[config.mk]
export PLATFORM = sky130hd
export DESIGN_NAME = jk_excitation_driver_flat
export DESIGN_NICKNAME = d
export VERILOG_FILES = /design/src/rtl/jk_excitation_driver_if.sv /design/src/rtl/jk_excitation_driver.sv /design/src/flat_wrapper.sv
export SDC_FILE = /design/constraint.sdc
export NUM_CORES = 1
export LEC_CHECK = 0
export CORE_ASPECT_RATIO = 1.5
export CORE_MARGIN = 5
export CORE_UTILIZATION = 40
export DETAILED_ROUTE_END_ITERATION = 8
export GPL_TIMING_DRIVEN = 0
export HOLD_SLACK_MARGIN = 0.03
export PLACE_DENSITY_LB_ADDON = 0.25
export SLEW_MARGIN = 10
export SYNTH_ARGS = -nofsm -noshare
export SYNTH_HDL_FRONTEND = slang
export SYNTH_SLANG_ARGS = --single-unit
export TNS_END_PERCENT = 20
[constraint.sdc]
create_clock -name clk -period 2 [get_ports clk]
set_clock_uncertainty 0.1 [all_clocks]
set_input_delay 0.2 -clock clk [delete_from_list [all_inputs] [get_ports clk]]
set_output_delay 0.2 -clock clk [all_outputs]
set_load 0.03 [all_outputs]
[src/rtl/jk_excitation_driver_if.sv]
// Target stream and JK flip-flop bank connection for jk_excitation_driver.
// The master side is the controller plus the flip-flop bank; the slave side is the driver.
interface jk_excitation_driver_if #(
  parameter int WIDTH = 4
);
  logic [WIDTH-1:0] target;
  logic             valid;
  logic             ready;
  logic [WIDTH-1:0] q;
  logic [WIDTH-1:0] j;
  logic [WIDTH-1:0] k;
  logic             busy;
  logic             done;
  logic             error;

  modport master (
    output target, valid, q,
    input  ready, j, k, busy, done, error
  );

  modport slave (
    input  target, valid, q,
    output ready, j, k, busy, done, error
  );
endinterface

[src/rtl/jk_excitation_driver.sv]
// Drives J/K excitation so a JK flip-flop bank reaches a requested state, verifies the
// result through Q feedback, and retries up to MAX_RETRY times before flagging a sticky error.
module jk_excitation_driver #(
  parameter int WIDTH     = 4,
  parameter bit DC_POLICY = 1'b0,
  parameter int MAX_RETRY = 2
) (
  input  logic                   clk,
  input  logic                   rst_n,
  jk_excitation_driver_if.slave  bus
);

  typedef enum logic [1:0] {
    IDLE  = 2'd0,
    APPLY = 2'd1,
    CHECK = 2'd2
  } state_t;

  localparam logic [2:0] RETRY_LIMIT = 3'(MAX_RETRY);

  state_t           state_q, state_d;
  logic [WIDTH-1:0] tgt_q, tgt_d;
  logic [WIDTH-1:0] j_q, j_d;
  logic [WIDTH-1:0] k_q, k_d;
  logic [2:0]       retry_q, retry_d;
  logic             done_q, done_d;
  logic             error_q, error_d;
  logic             armed_q;
  logic             accept;

  // Don't-care positions of the excitation table are filled with DC_POLICY.
  function automatic logic [WIDTH-1:0] excite_j(input logic [WIDTH-1:0] q,
                                                input logic [WIDTH-1:0] t);
    excite_j = (~q & t) | (q & {WIDTH{DC_POLICY}});
  endfunction

  function automatic logic [WIDTH-1:0] excite_k(input logic [WIDTH-1:0] q,
                                                input logic [WIDTH-1:0] t);
    excite_k = (q & ~t) | (~q & {WIDTH{DC_POLICY}});
  endfunction

  // armed_q keeps ready low until the first edge after reset release.
  assign bus.ready = armed_q && (state_q == IDLE);
  assign accept    = bus.valid && bus.ready;

  always_comb begin
    state_d = state_q;
    tgt_d   = tgt_q;
    j_d     = '0;
    k_d     = '0;
    retry_d = retry_q;
    done_d  = 1'b0;
    error_d = error_q;
    case (state_q)
      IDLE: begin
        if (accept) begin
          tgt_d   = bus.target;
          error_d = 1'b0;
          retry_d = '0;
          j_d     = excite_j(bus.q, bus.target);
          k_d     = excite_k(bus.q, bus.target);
          state_d = APPLY;
        end
      end
      APPLY: begin
        state_d = CHECK;
      end
      CHECK: begin
        if (bus.q == tgt_q) begin
          done_d  = 1'b1;
          state_d = IDLE;
        end else if (retry_q < RETRY_LIMIT) begin
          retry_d = retry_q + 3'd1;
          j_d     = excite_j(bus.q, tgt_q);
          k_d     = excite_k(bus.q, tgt_q);
          state_d = APPLY;
        end else begin
          error_d = 1'b1;
          done_d  = 1'b1;
          state_d = IDLE;
        end
      end
      default: begin
        state_d = IDLE;
      end
    endcase
  end

  always_ff @(posedge clk or negedge rst_n) begin
    if (!rst_n) begin
      state_q <= IDLE;
      tgt_q   <= '0;
      j_q     <= '0;
      k_q     <= '0;
      retry_q <= '0;
      done_q  <= 1'b0;
      error_q <= 1'b0;
      armed_q <= 1'b0;
    end else begin
      state_q <= state_d;
      tgt_q   <= tgt_d;
      j_q     <= j_d;
      k_q     <= k_d;
      retry_q <= retry_d;
      done_q  <= done_d;
      error_q <= error_d;
      armed_q <= 1'b1;
    end
  end

  assign bus.j     = j_q;
  assign bus.k     = k_q;
  assign bus.busy  = (state_q == APPLY) || (state_q == CHECK);
  assign bus.done  = done_q;
  assign bus.error = error_q;

endmodule
[src/flat_wrapper.sv]
// flat-port wrapper written by rule: the top's interface ports become plain ports
module jk_excitation_driver_flat 
#(
  parameter int WIDTH     = 4,
  parameter bit DC_POLICY = 1'b0,
  parameter int MAX_RETRY = 2
)
  (clk, rst_n, bus_target, bus_valid, bus_q, bus_ready, bus_j, bus_k, bus_busy, bus_done, bus_error);
  jk_excitation_driver_if #(.WIDTH(WIDTH)) bus_i ();
  input  logic clk;
  input  logic rst_n;
  input wire logic [$bits(bus_i.target)-1:0] bus_target;
  input wire logic [$bits(bus_i.valid)-1:0] bus_valid;
  input wire logic [$bits(bus_i.q)-1:0] bus_q;
  output wire logic [$bits(bus_i.ready)-1:0] bus_ready;
  output wire logic [$bits(bus_i.j)-1:0] bus_j;
  output wire logic [$bits(bus_i.k)-1:0] bus_k;
  output wire logic [$bits(bus_i.busy)-1:0] bus_busy;
  output wire logic [$bits(bus_i.done)-1:0] bus_done;
  output wire logic [$bits(bus_i.error)-1:0] bus_error;
  assign bus_i.target = bus_target;
  assign bus_i.valid = bus_valid;
  assign bus_i.q = bus_q;
  assign bus_ready = bus_i.ready;
  assign bus_j = bus_i.j;
  assign bus_k = bus_i.k;
  assign bus_busy = bus_i.busy;
  assign bus_done = bus_i.done;
  assign bus_error = bus_i.error;
  jk_excitation_driver #(.WIDTH(WIDTH), .DC_POLICY(DC_POLICY), .MAX_RETRY(MAX_RETRY)) u_core (.clk(clk), .rst_n(rst_n), .bus(bus_i));
endmodule
==> impl_results.md, run 1 <==
* Root buf cell: clkbuf_8
* Fmax at 546 MHz
* Inserted Clock Buffers at 3
* Ant. Diodes at 0
* Final period util at roughly nine tenths
* Latest clock arrival within the worst-skew pair at roughly 0.25 ns
* Yosys warnings at 0
* Setup repair bufs after CTS at 0
* Synthesized flop and latch total at 20
* Design Power at ~1.6 mW
* CP Data Arrival Time at around 1.9 ns
* Distinct cells, synth at 26
* Starting density of the core at slightly above 40%
* Final instance area at 1380 sq um
* Req. time, crit path at around 2 ns
* Setup crit end kind: flop
* Router iterations before antenna repair at 4
* Placed Instance Area at 1340 sq um
* Detail-routed via count per cell at between 4 and 5
* First-pass GRT wire length at 3.46 mm
* Dpl ws at -0.103 ns
* Global route overflow at 0
* Maxcap violations at 0
* Vias in the first global route at 801
* I/O pin cnt at 23
* Synthesized area at around 1100 sq um
* Placed Cells incl. Taps at 156
* Util after Layout at a little over half
* Initial antenna violation count at 0
* Fin Hold WS at ~0.35 ns
* Finished Layout Cells at between 150 and 200
* Syn Inst Count at between 90 and 100
* Yosys top cell by area: dfrtp_1
* Crit path time final at roughly 1.8 ns
* RSZ-0062 raised after global routing: false
* Largest net degree at the start of global routing at 21
* Port-buffer cells at 22
* Setup crit start: bus_q[2]
* Setup ws final at 0.170 ns
* Clock slew at reported path FFs at about 0.07 ns
* Actual slew at the worst max-slew pin at between 0.8 and 0.9 ns
* CTS tree: yes
* Slew Limit Headroom at 39.9%
* Die height at 73.6 um
* Final hold viol count at 0
* Yosys top cell area share at a little under half
* CP max FO at 8
* Pleak at 0.681 nW
* Die footprint at just under 4000 sq um
* Wire per inst at ~13 um
* Setup TNS at 0 ns
* Reg2reg setup slack at 0.28 ns
* Routed Antenna Nets at 0
* Post-Syn Nets at between 100 and 150
* Fin nets at between 100 and 150
* Row count at 23
* Critical path's largest stage delay at around 0.51 ns
* Share of cells above drive strength 1 at between 10% and 20%
* GRT Total Usage at 11.8%
* Syn Area/Cell at 11.1 sq um
* WL final at about 2.0 mm
* DRT iter0 DRCs at 17
* CP startpoint kind: primary input
* P&R area growth vs syn at 28.3%
* WS Path Type: primary input to flop
* Max Slew Vio Count at 0
* DR vias at 790
* CP max-delay cell: clkdlybuf4s50_1
* Reg-to-Reg Start: u_core.state_q[0]
* Gpl congestion at 0.802
* Drc violations at 0
* Die Width at ~52 um
* Number of buffers on the longest clock path at 2
* PwrDens at 1180 nW/um^2
* Synth area leaders: dfrtp_1 (46%), ha_1 (15%), a32o_1 (7.4%)
* IR drop worst, VDD at about 0.73 mV
* H-tree lvl count at 1
* Reg2Reg Depth at 6
* Sequential area share after synthesis at between 40% and 50%
* Tightest Hold Check Type: primary input to async pin
* Core region area at between 2000 and 3000 sq um
* Outcome: completed
* HPWL Detailed at about 1.5 mm
* Crit-path cells: clkdlybuf4s50_1 -> inv_1 -> ha_1 -> nand4_2 -> and2_1 -> buf_6 -> a32o_1
* CTS sink count at 20
* Setup Viol. Count Final at 0
* R2R Path End: u_core.bus.j[2]
[layout make-up]
| type | count | area (sq um) |
|---|---|---|
| plain buffers | 3 | 30.0 |
| flip-flops and latches | 20 | 500 |
| clock buffers | 3 | 41.3 |
| inverters | 16 | 60.1 |
| repair buffers | 22 | 218 |
| well taps | 37 | 46.3 |
| fillers | 250 | 1240 |
| multi-input cells | 58 | 487 |
[cell usage in the layout (no fill, tap or decap), drive strengths merged, types with 2 or more instances in the layout]
cell type,netlist,routed
dfrtp,20,20
a32o,8,8
clkdlybuf4s50,0,20
buf,3,3
nand2,7,7
a31oi,2,2
nand4,2,2
and2,2,2
clkbuf,0,4
o21ai,8,8
a21oi,4,4
inv,16,16
ha,13,13
[Yosys cell counts (all sizes together)]
library cell   n
a211o          1
o21ai          8
and4           1
ha            13
nand3          1
nor3b          1
inv           16
nor2b          1
and2           2
a32o           8
a31oi          2
and3           1
a21bo          1
a41oi          1
or2            1
buf            3
a21oi          4
nor2           1
o32ai          1
dfrtp         20
conb           1
nand2          7
nand4          2
[worst max-delay path, delay by kind of cell]
| kind | cells | cell delay [ns] |
|---|---|---|
| and+or+nand+nor | 2 | 0.46 |
| AOI/OAI and AO/OA | 1 | 0.20 |
| buffers and inverters | 3 | 0.71 |
| adders and majority gates | 1 | 0.30 |
[repair_timing]
action,in CTS,in global routing
gates resized for setup,1,3
hold buffers,0,0
setup endpoints to repair,1,2
[per-layer routing]
metal	vias up	track usage (%)	wire [um]
met4	0	5.11	19
met1	387	13.2	843
met2	14	20.7	1070
met5	-	0	0
met3	2	2.64	102
li1	387	-	-
[cell families after synthesis]
group	after synthesis	share of synthesized area [%]
other cells	1	0.348
simple gates	18	10.9
compound gates	26	18.8
buf+inv	19	8.36
flops	20	46.5
fa+ha+maj	13	15.1
[power breakdown]
part,switching [mW],leakage [nW],internal [mW]
combinational,0.429,0.395,0.344
clock,0.129,0.0216,0.134
sequential,0.0733,0.265,0.515
total,0.632,0.681,0.993
[state kept, by name, summed over array words and instances, names as in the netlist]
signal            count
u_core.armed_q        1
u_core.bus.done       1
u_core.bus.error      1
u_core.bus.j          4
u_core.bus.k          4
u_core.retry_q        3
u_core.state_q        2
u_core.tgt_q          4
[how the worst max path moves through the flow]
| stage | to | slack (ns) | cells past startpoint |
|---|---|---|---|
| detailed placement | u_core.bus.j[2] | -0.10 | 7 |
| floorplan | u_core.retry_q[0] | 0.44 | 5 |
| global placement | u_core.bus.k[2] | -0.08 | 7 |
| finish | u_core.bus.j[2] | 0.17 | 7 |
| global route | u_core.bus.k[2] | 0.05 | 7 |
| CTS | bus_busy | 0.002 | 3 |
Note: power is estimated with default switching activity, not from simulation.
==> run 2, diff against run 1 <==
- SETUP_SLACK_MARGIN: not set -> 0.02
- SLEW_MARGIN: 10 -> 20
==> results of run 2 <==
Final layout, timing and power as in run 1 (identical DEF).
